$ cat config.mk
export PLATFORM = sky130hd
export DESIGN_NAME = debug_frame_fifo_flat
export DESIGN_NICKNAME = d
export VERILOG_FILES = /design/src/rtl/debug_frame_pkg.sv /design/src/rtl/debug_frame_fifo_if.sv /design/src/rtl/debug_frame_parity.sv /design/src/rtl/debug_frame_fifo.sv /design/src/flat_wrapper.sv
export SDC_FILE = /design/constraint.sdc
export NUM_CORES = 1
export LEC_CHECK = 0
export ABC_AREA = 1
export ABC_CLOCK_PERIOD_IN_PS = 11500
export CAP_MARGIN = 20
export CORE_ASPECT_RATIO = 1.5
export CORE_MARGIN = 4
export CORE_UTILIZATION = 50
export CTS_CLUSTER_DIAMETER = 200
export DETAILED_ROUTE_END_ITERATION = 16
export MAX_ROUTING_LAYER = met4
export PLACE_DENSITY = 0.71
export SYNTH_ARGS = -nofsm -noshare
export SYNTH_HDL_FRONTEND = slang
export SYNTH_SLANG_ARGS = --single-unit
$ cat constraint.sdc
create_clock -name debug_clk -period 11.5 [get_ports debug_clk]
set_input_delay 3.45 -clock debug_clk [delete_from_list [all_inputs] [get_ports debug_clk]]
set_output_delay 3.45 -clock debug_clk [all_outputs]
set_load 0.1 [all_outputs]
$ cat src/rtl/debug_frame_pkg.sv
// Shared frame layout and limits for the debug frame buffer.
// Consumers import debug_frame_pkg::* for the frame struct.
package debug_frame_pkg;

    localparam int FRAME_W    = 40;
    localparam int CMD_W      = 8;
    localparam int PAYLOAD_W  = 32;
    localparam int CMD_MSB    = 39;
    localparam int CMD_LSB    = 32;
    localparam int PARITY_BIT = 39;

    localparam logic [7:0] DROP_MAX = 8'hFF;

    typedef struct packed {
        logic [CMD_W-1:0]     cmd;
        logic [PAYLOAD_W-1:0] payload;
    } debug_frame_t;

endpackage

$ cat src/rtl/debug_frame_fifo_if.sv
// Receiver/consumer bundle for debug_frame_fifo.
// parity_err exists only when DEBUG_FRAME_PARITY_EN is defined.
interface debug_frame_fifo_if #(
    parameter int DEPTH = 4
);
    localparam int LW = $clog2(DEPTH) + 1;

    logic [39:0]   in_data;
    logic          in_valid;
    logic [7:0]    out_cmd;
    logic [31:0]   out_payload;
    logic          out_valid;
    logic          out_ready;
    logic [LW-1:0] level;
    logic          overflow;
    logic          overflow_clear;
    logic [7:0]    drop_count;
`ifdef DEBUG_FRAME_PARITY_EN
    logic          parity_err;
`endif

    modport master (
        output in_data, in_valid, out_ready, overflow_clear,
        input  out_cmd, out_payload, out_valid, level,
`ifdef DEBUG_FRAME_PARITY_EN
        input  parity_err,
`endif
        input  overflow, drop_count
    );

    modport slave (
        input  in_data, in_valid, out_ready, overflow_clear,
        output out_cmd, out_payload, out_valid, level,
`ifdef DEBUG_FRAME_PARITY_EN
        output parity_err,
`endif
        output overflow, drop_count
    );

endinterface

$ cat src/rtl/debug_frame_parity.sv
// Odd-parity check over a full 40-bit debug frame.
// ok is high when the frame holds an odd number of ones.
module debug_frame_parity
    import debug_frame_pkg::*;
(
    input  logic [FRAME_W-1:0] frame,
    output logic               ok
);

    assign ok = ^frame;

endmodule

$ cat src/rtl/debug_frame_fifo.sv
// Frame FIFO between the serial debug receiver and command logic.
// Optional parity rejection under DEBUG_FRAME_PARITY_EN.
module debug_frame_fifo
    import debug_frame_pkg::*;
#(
    parameter int DEPTH = 4
) (
    input logic              debug_clk,
    input logic              reset,
    debug_frame_fifo_if.slave f
);

    localparam int PW = (DEPTH > 1) ? $clog2(DEPTH) : 1;
    localparam int LW = $clog2(DEPTH) + 1;

    debug_frame_t  mem [DEPTH];
    logic [PW-1:0] wr_ptr, rd_ptr, rd_next, wr_next;
    logic [LW-1:0] level, level_next;
    debug_frame_t  head, head_next, in_frame;
    logic          out_valid, overflow;
    logic [7:0]    drop_count;
    logic          frame_ok, full, pop, push, drop_full, drop;

`ifdef DEBUG_FRAME_PARITY_EN
    logic parity_err;

    debug_frame_parity u_parity (
        .frame (f.in_data),
        .ok    (frame_ok)
    );

    assign f.parity_err = parity_err;
`else
    assign frame_ok = 1'b1;
`endif

    assign in_frame  = debug_frame_t'(f.in_data);
    assign full      = (level == LW'(DEPTH));
    assign pop       = out_valid && f.out_ready;
    assign push      = f.in_valid && frame_ok && (!full || pop);
    assign drop_full = f.in_valid && frame_ok && full && !pop;
    assign drop      = drop_full || (f.in_valid && !frame_ok);
    assign rd_next   = pop  ? rd_ptr + 1'b1 : rd_ptr;
    assign wr_next   = push ? wr_ptr + 1'b1 : wr_ptr;

    // A frame written into the slot that becomes head bypasses storage.
    assign head_next = (push && wr_ptr == rd_next) ? in_frame
                                                   : mem[rd_next];

    always_comb begin
        level_next = level;
        unique case ({push, pop})
            2'b10:   level_next = level + 1'b1;
            2'b01:   level_next = level - 1'b1;
            default: level_next = level;
        endcase
    end

    always_ff @(posedge debug_clk or posedge reset) begin
        if (reset) begin
            for (int i = 0; i < DEPTH; i++) begin
                mem[i] <= '0;
            end
            wr_ptr     <= '0;
            rd_ptr     <= '0;
            level      <= '0;
            head       <= '0;
            out_valid  <= 1'b0;
            overflow   <= 1'b0;
            drop_count <= '0;
`ifdef DEBUG_FRAME_PARITY_EN
            parity_err <= 1'b0;
`endif
        end else begin
            if (push) begin
                mem[wr_ptr] <= in_frame;
            end
            wr_ptr    <= wr_next;
            rd_ptr    <= rd_next;
            level     <= level_next;
            head      <= head_next;
            out_valid <= (level_next != '0);
            if (drop_full) begin
                overflow <= 1'b1;
            end else if (f.overflow_clear) begin
                overflow <= 1'b0;
            end
            if (drop && drop_count != DROP_MAX) begin
                drop_count <= drop_count + 1'b1;
            end
`ifdef DEBUG_FRAME_PARITY_EN
            parity_err <= f.in_valid && !frame_ok;
`endif
        end
    end

    assign f.out_cmd     = head.cmd;
    assign f.out_payload = head.payload;
    assign f.out_valid   = out_valid;
    assign f.level       = level;
    assign f.overflow    = overflow;
    assign f.drop_count  = drop_count;

endmodule

$ cat src/flat_wrapper.sv
// flat-port wrapper written by rule: the top's interface ports become plain ports
module debug_frame_fifo_flat import debug_frame_pkg::*;
#(
    parameter int DEPTH = 4
)
  (debug_clk, reset, f_in_data, f_in_valid, f_out_ready, f_overflow_clear, f_out_cmd, f_out_payload, f_out_valid, f_level, f_overflow, f_drop_count);
  debug_frame_fifo_if #(.DEPTH(DEPTH)) f_i ();
  input logic debug_clk;
  input logic reset;
  input wire logic [$bits(f_i.in_data)-1:0] f_in_data;
  input wire logic [$bits(f_i.in_valid)-1:0] f_in_valid;
  input wire logic [$bits(f_i.out_ready)-1:0] f_out_ready;
  input wire logic [$bits(f_i.overflow_clear)-1:0] f_overflow_clear;
  output wire logic [$bits(f_i.out_cmd)-1:0] f_out_cmd;
  output wire logic [$bits(f_i.out_payload)-1:0] f_out_payload;
  output wire logic [$bits(f_i.out_valid)-1:0] f_out_valid;
  output wire logic [$bits(f_i.level)-1:0] f_level;
  output wire logic [$bits(f_i.overflow)-1:0] f_overflow;
  output wire logic [$bits(f_i.drop_count)-1:0] f_drop_count;
  assign f_i.in_data = f_in_data;
  assign f_i.in_valid = f_in_valid;
  assign f_i.out_ready = f_out_ready;
  assign f_i.overflow_clear = f_overflow_clear;
  assign f_out_cmd = f_i.out_cmd;
  assign f_out_payload = f_i.out_payload;
  assign f_out_valid = f_i.out_valid;
  assign f_level = f_i.level;
  assign f_overflow = f_i.overflow;
  assign f_drop_count = f_i.drop_count;
  debug_frame_fifo #(.DEPTH(DEPTH)) u_core (.debug_clk(debug_clk), .reset(reset), .f(f_i));
endmodule
* Word-level counts from Yosys, hierarchy flattened
Cells that the tools add are included.
** Storage, ports and cells
- Input port bits :: 45
- Flip-flop bits (word level) :: 217
** Operators by class
- Muxes and demuxes :: 11
- Eq/ne operators :: 5
- Add/sub/neg operators :: 5
- Reduce and logical (&&, ||, !) cells :: 12
- Bitwise logic cells :: 2
- $lt $le $gt $ge :: 3
** Operators with widths (number)
- $bwmux W160 :: 1
- $mux W40 :: 4
- $bmux W40 S2 :: 1
- $demux W40 S2 :: 1
- $add A8 B1 Y8 const B :: 1
- $ne A8 B8 Y1 const B :: 1
- $logic_and A1 B1 Y1 :: 7
- $ge A3 B3 Y1 const B :: 2
- $not A2 Y3 :: 2
- $pmux W3 S2 :: 1
- $add A2 B1 Y2 const B :: 2
- $add A3 B1 Y3 const B :: 1
- $eq A3 B3 Y1 const B :: 1
- $lt A3 B1 Y1 const B :: 1
- $reduce_bool A3 Y1 :: 1
- $sub A3 B1 Y3 const B :: 1
- $eq A2 B1 Y1 const B :: 1
- $eq A2 B2 Y1 :: 1
- $eq A2 B2 Y1 const B :: 1
- $logic_not A1 Y1 :: 2
- $mux W1 :: 2
- $mux W2 :: 1
- $reduce_bool A2 Y1 :: 1
- $logic_or A1 B1 Y1 :: 1

* Longest topological paths before layout
Gate-level depths: netlist of run 1.
- Word-level depth :: 7
- Gate-level depth with buffers :: 11
- Mapped depth without buffers :: 10

* Worst setup path after synthesis of run 1
Ideal clock, no wire load.
- Path type :: input-to-reg
- Start :: in f_out_ready
- End :: reg u_core.out_valid (netlist: u_core.f.out_valid)
- Stages :: 10
- Arrival :: 4568 ps
- Data required time :: 11375 ps
- Slack :: 6807 ps
- Cells stage by stage :: nand2_2 > nor2_1 > inv_1 > fa_1 > inv_1 > nand4_1 > nand2_1 > nand2_1 > nand2_1 > nand3_1
** On the way
- Word-level cells in the longest chain between the ends :: 6
- Elaborated cells between the ends (all ways) :: 7
- Those cells by class :: 2 x eq/ne; 1 x mux; 4 x reduce/logical
** Ends and longest elaborated chain
- start: declaration :: line flat_wrapper.sv:12 : input wire logic [$bits(f_i.out_ready)-1:0] f_out_ready;
- $logic_and A1 B1 Y1 * :: line debug_frame_fifo.sv:39 : assign pop = out_valid && f.out_ready;
- $logic_or A1 B1 Y1 :: line debug_frame_fifo.sv:40 : assign push = f.in_valid && frame_ok && (!full || pop);
- $logic_and A1 B1 Y1 :: line debug_frame_fifo.sv:40
- $eq A2 B1 Y1 or $eq A2 B2 Y1 (tied branches) :: line debug_frame_fifo.sv:52 : unique case ({push, pop})
- $pmux W3 S2 * :: line debug_frame_fifo.sv:52
- $reduce_bool A3 Y1 * :: line debug_frame_fifo.sv:82 : out_valid <= (level_next != '0);
- end signal: assignment :: line debug_frame_fifo.sv:82
- end: declaration :: line debug_frame_fifo.sv:20 : logic out_valid, overflow;
Every way passes the cells marked *; elsewhere a longest branch is shown, timed or not.
A chain may end at the register's enable or synchronous reset.

==> results of run 1 <==
[power groups by stage]
stage / combinational (mW) / sequential (mW) / clock (mW)
2_1_floorplan: 1.04 / 1.81 / 0
3_3_place_gp: 1.98 / 1.28 / 0
3_5_place_dp: 2.01 / 1.29 / 0
4_1_cts: 2.02 / 1.28 / 0.662
5_1_grt: 2.23 / 1.32 / 0.693
6_report: 2.00 / 1.28 / 0.649
[metrics by stage]
stage	hold slack, ns	worst slack [ns]	instance area, sq um	total power, mW
3_3_place_gp	0.4580	3.903	11040	3.260
2_1_floorplan	0.4444	2.114	10020	2.851
4_1_cts	0.4805	4.315	11680	3.961
6_report	0.4767	4.297	11680	3.934
3_5_place_dp	0.4647	3.792	11040	3.302
5_1_grt	0.4937	3.878	11680	4.238
[synthesized netlist by cell type (all sizes together)]
| cell type | count |
|---|---|
| xor2 | 4 |
| nor3 | 1 |
| fa | 1 |
| dfrtp | 217 |
| nand3 | 129 |
| ha | 5 |
| nand2 | 490 |
| nand3b | 41 |
| clkbuf | 30 |
| buf | 47 |
| nand4 | 4 |
| xnor2 | 4 |
| o22ai | 1 |
| nor2 | 5 |
| o21ai | 163 |
| inv | 102 |
[cell families (layout without fill, tap and decap cells)]
group / Yosys count / after routing / share of synthesized area, %
buffers and inverters: 179 / 243 / 7.467
AND/OR/NAND/NOR: 670 / 670 / 28.58
adder cells (fa/ha/maj): 6 / 6 / 0.8241
XOR/XNOR: 8 / 8 / 0.6991
flip-flops: 217 / 217 / 54.19
AO/OA/AOI/OAI: 164 / 164 / 8.241
[path summary, 6_finish.rpt]
path | from | end | depth (start not counted)
min | u_core.mem[21] | u_core.mem[21] | 2
max reg2reg | u_core.f.out_valid | u_core.f.out_payload[16] | 10
min in group asynchronous | reset | u_core.f.out_payload[12] | 2
max in group asynchronous | reset | u_core.f.drop_count[0] | 3
max | f_out_ready | u_core.f.out_payload[16] | 11
min reg2reg | u_core.mem[21] | u_core.mem[21] | 2
[critical path: stages]
cell and delay (ns):
clkdlybuf4s50_1 0.57, nand2_2 0.13, nand2_4 0.70, nand2_4 0.79, nand2_1 0.22, nand2_1 0.11
nor2_4 0.08, buf_4 0.48, nand2_2 0.67, nand2_1 0.23, nand2_1 0.06
[per-layer routing]
metal / wire length [microns] / part of all wire [%] / global-route usage [%]
met5: 0 / 0 / -
met3: 1138 / 5.0 / 3.116
met2: 11130 / 49 / 34.71
met1: 10080 / 44 / 27.85
met4: 540 / 2.4 / 6.386
[layout make-up]
type,instances,area share [%]
Clock buffer,31,5.078
Sequential cell,217,46.50
Clock inverter,7,0.3750
Timing Repair Buffer,103,8.699
Tap cell,260,2.786
Inverter,102,3.343
Multi-Input combinational cell,848,33.22
[sequential cells by signal, indices dropped and copies added, names as in the netlist]
name	cells
u_core.wr_ptr	2
u_core.f.out_payload	32
u_core.f.out_valid	1
u_core.mem	160
u_core.f.overflow	1
u_core.f.level	3
u_core.f.out_cmd	8
u_core.rd_ptr	2
u_core.f.drop_count	8
==> summary.txt, run 1 <==
Outcome
  – Status: finished, final reports clean

Power and ir drop
  – Net switching power: about 1.9 mW
  – Switching share of power: about half
  – Sequential Power Share: approximately a third
  – Max VDD drop: between 0.2 and 0.3 mV
  – Int Power: slightly above 2 mW
  – Leakage: around 6.0 nW
  – Combinational share of power: about half
  – Power per cell area: between 300 and 400 mW/mm^2
  – Clock share of power: 16.5%

Drt
  – TritonRoute pass-1 iters: 5
  – Iter 0 DRT Violations: ~680
  – Residual DRC: 0
  – Via density: ~5.2
  – Final ANT Viol Nets: 0
  – Final WL: ~23000 microns
  – Drt wl/cell: about 15 microns
  – Total number of vias: 8132

Clock network
  – CTS H-Tree Depth: 1
  – CTS tree: built
  – Post-CTS Repair Setup Buffers: 0
  – # resized after CTS: 0
  – Worst-path clk slew: 0.06 ns
  – Skew-Pair Late Insertion Delay: about 0.50 ns
  – Clock buffer count from CTS: 21
  – Clock Sinks: approximately 220
  – Clock Tree Buf Depth: 3
  – # hold bufs at CTS: 0
  – Root Driver: clkbuf_16

Timing
  – Setup TNS: 0 ns
  – Count of final hold-check violations: 0
  – Final worst path period share: a little over three fifths
  – Max-slew headroom: slightly above 30%
  – Fmax: approximately 140 MHz
  – RSZ-0062 raised after global routing: false
  – Minimum clock period: slightly above 7 ns
  – Worst-margin pin slew: just over 1 ns
  – Max Slew Vio Count: 0
  – Setup violations, final: 0
  – Clk_skew: around 0.017 ns

Worst setup path
  – CP Launch Type: primary input
  – Largest fanout on the critical path: between 80 and 90
  – Worst EP required: around 12 ns
  – Reg2reg setup slack: 7.35 ns
  – CP arrival: about 7.6 ns
  – Crit Path Category: in -> reg
  – Critical path endpoint category: register

Floorplanning
  – Initial Utilization: 50.85%
  – Die H: about 180 microns
  – # IOs: between 90 and 100
  – Core Footprint: 0.01971 sq mm
  – Number of placement rows: 63
  – Die X: ~120 microns
  – DIE AREA: between 0.02 and 0.025 sq mm

Synthesis
  – Register area share after synthesis: 54.19%
  – Ys Warns: 0
  – Cells after Synth: around 1200
  – Yosys top cell area share: about 54%
  – Synthesized area per cell: 8.055 sq um
  – Synth Cell Area: between 0.01 and 0.015 sq mm
  – Post-synth top area cell: dfrtp_1
  – Synthesis-stage register bit count: approximately 220
  – Syn_nets: 1295
  – Top post-synthesis cells by area: dfrtp_1 (54%), nand2_1 (18%), nand3_1 (6.4%)
  – Synth cell types: 25

Global route
  – First-pass GRT wire length: 38320 microns
  – Vias in the first global route: ~7800
  – Total track usage: 21.40%
  – Initial antenna violation count: 0
  – Grt ovf: 0
  – Largest net degree at the start of global routing: 141

Placed design
  – Input/output buffers: slightly below 100
  – Dpl cells: around 1500
  – Post-DP HPWL: roughly 13000 microns
  – GP Congestion: about 0.84

Final layout
  – Share of layout cells above drive strength 1: 4.128%
  – Final non-filler cell total: 1568
  – Nets: around 1300
  – Most frequent cells in the layout: nand2_1 (480), dfrtp_1 (217), nand3_1 (128)
  – Commonest non-fill, non-tap cell in the layout: nand2_1
  – Fill count: between 1500 and 2000
  – FF/Latch Area: about 0.0054 sq mm
  – Multi-input gate area: approximately 0.0039 sq mm
  – Diode count: 0
  – Post-layout util: approximately three fifths
  – Layout area overhead: 16.54%

Worst hold path
  – HP Class: reg -> reg

Flow run
  – Max-cap viol count: 0
No activity file was read; power rests on OpenSTA's default activity.
==> inputs of run 2 (changes only) <==
- ABC_CLOCK_PERIOD_IN_PS: 11500 -> 6100
- PLACE_DENSITY: 0.71 -> 0.74
- clock period: 11.5 -> 6.1 ns (I/O delays scaled with it)
==> run 2 against run 1 <==
Sequential share of layout area shrank 0.32 points. Highest routed layer unchanged. Non-clock buffer count grew 6. Largest power group unchanged. Critical path depth shrank 2. Setup slack lost 2.3 ns. Global-route usage grew 0.90 points. Register-to-register slack lost 3.9 ns. Die area is the same.
==> summary.txt, run 2 (same netlist as run 1, synthesis figures left out) <==
Placed design
  – GP Congestion: ~0.8
  – Input/output buffers: slightly below 100
  – Dpl cells: around 1500
  – Dpl cell area: approximately 0.011 sq mm
  – Post-DP HPWL: about 13000 microns

Global route
  – Largest net degree at the start of global routing: ~120
  – Grt ovf: 0
  – Initial antenna violation count: 0
  – Vias in the first global route: 8170
  – Total track usage: ~22%
  – First-pass GRT wire length: between 30000 and 40000 microns

Worst setup path
  – Crit Path Category: in -> reg
  – Reg2reg path depth: 8
  – CP arrival: between 4 and 5 ns
  – Worst EP required: between 6 and 7 ns
  – Slowest cell on crit path: buf_4
  – Worst r2r src: u_core.f.out_valid
  – Critical path endpoint category: register
  – CP Cell Sequence: clkdlybuf4s50_1, nand3_4, buf_4, nand3_1, nand2_1, nor2_4, nand2_2, nand2_1, nand2_1
  – CP Launch Type: primary input
  – Most used cell, CP: nand2_1
  – CP max stage delay: between 0.7 and 0.8 ns
  – Largest fanout on the critical path: 82
  – Crit path from: f_out_ready

Clock network
  – # hold bufs at CTS: 0
  – Post-CTS Repair Setup Buffers: 0
  – Clock Sinks: ~220
  – Worst-path clk slew: around 0.060 ns
  – CTS H-Tree Depth: 1
  – Root Driver: clkbuf_16
  – # resized after CTS: 0
  – CTS tree: built
  – Clock Tree Buf Depth: 3
  – Skew-Pair Late Insertion Delay: roughly 0.49 ns
  – Clock buffer count from CTS: 21

Floorplanning
  – Core Footprint: 0.01971 sq mm
  – Die H: ~180 microns
  – Initial Utilization: between 50 and 60%
  – DIE AREA: 0.02242 sq mm
  – Die X: 123.6 microns
  – Number of placement rows: 63
  – # IOs: between 90 and 100

Final layout
  – Max reg flops: between 150 and 200
  – Reg with most FFs: u_core.mem
  – Final non-filler cell total: ~1600
  – Diode count: 0
  – Most frequent cells in the layout: nand2_1 (480), dfrtp_1 (217), nand3_1 (128)
  – Nets: about 1400
  – Share of layout cells above drive strength 1: between 4 and 5%
  – Commonest non-fill, non-tap cell in the layout: nand2_1
  – Layout area overhead: 17.36%
  – Post-route design area: approximately 0.012 sq mm

Timing
  – RSZ-0062 raised after global routing: false
  – Setup violations, final: 0
  – Worst-margin pin slew: around 1 ns
  – Max-slew headroom: between 30% and 40%
  – Minimum clock period: ~4.1 ns
  – Fmax: roughly 240 MHz
  – Setup TNS: 0 ns
  – Clk_skew: approximately 0.014 ns
  – Count of final hold-check violations: 0
  – Max Slew Vio Count: 0
  – Final worst path period share: just under 70%
  – Final hold slack: 0.4773 ns

Power and ir drop
  – Final Power: roughly 7.5 mW
  – Max VDD drop: around 0.52 mV
  – Leakage: between 6 and 7 nW
  – Power per cell area: 639.4 mW/mm^2

Outcome
  – Status: finished, final reports clean

Drt
  – Final ANT Viol Nets: 0
  – TritonRoute pass-1 iters: 5
  – Via density: around 5.3
  – Iter 0 DRT Violations: roughly 740
  – Total number of vias: 8246
  – Drt wl/cell: roughly 15 microns
  – Final WL: around 24000 microns
  – Residual DRC: 0

Worst hold path
  – HP Class: reg -> reg
  – Cells on Worst Hold Path: 2
  – Hold_sp: u_core.mem[14]

Flow run
  – Max-cap viol count: 0
-- run 2: cell count changes in the layout (fill, tap and decap cells not counted) --
cell and delta:
bufinv_16 +2, inv_8 -1, clkinvlp_4 -1, buf_12 +1, clkinv_2 -2, clkbuf_1 -2, buf_4 +5
-- run 2: per-stage QoR --
step | worst slack, ns | util [%]
floorplan | 1.444 | -
CTS | 2.020 | 59.68
finish | 1.997 | 59.68
detailed placement | 1.494 | 56.30
global route | 1.744 | 59.68
global placement | 1.558 | 56.30
-- run 2: path summary, 6_finish.rpt --
check | endpoint | slack, ns
min | u_core.mem[14] | 0.48
max | u_core.f.out_payload[24] | 2.00
max reg2reg | u_core.f.out_payload[24] | 3.40
min reg2reg | u_core.mem[14] | 0.48
max in group asynchronous | u_core.mem[130] | 3.21
min in group asynchronous | u_core.f.out_payload[29] | 1.84
-- run 2: report_power, final --
part / switching (mW) / leakage, nW / total [mW] / internal (mW)
Combinational: 2.76 / 2.99 / 3.83 / 1.07
Sequential: 0.315 / 2.72 / 2.42 / 2.10
Clock: 0.521 / 0.327 / 1.27 / 0.752
Total: 3.60 / 6.04 / 7.52 / 3.92
-- run 2: layout make-up --
| cell class | count | area, sq um |
|---|---|---|
| Tap cell | 260 | 325.3 |
| Multi-Input combinational cell | 848 | 3880 |
| Fill cell | 1787 | 7946 |
| Clock buffer | 29 | 585.6 |
| Sequential cell | 217 | 5430 |
| Timing Repair Buffer | 109 | 1074 |
| Inverter | 102 | 386.6 |
| Clock inverter | 5 | 78.83 |
-- run 2: metal layers --
layer	part of all wire (%)	GRT usage [%]
met1	42	28.31
met2	50	37.18
met3	5.5	3.490
met4	1.9	5.765
met5	0	-
-- run 2: worst max-delay path: cells and delay by family --
kind | cells | cell delay (ns)
simple gates | 7 | 1.42
buf+inv | 2 | 1.25
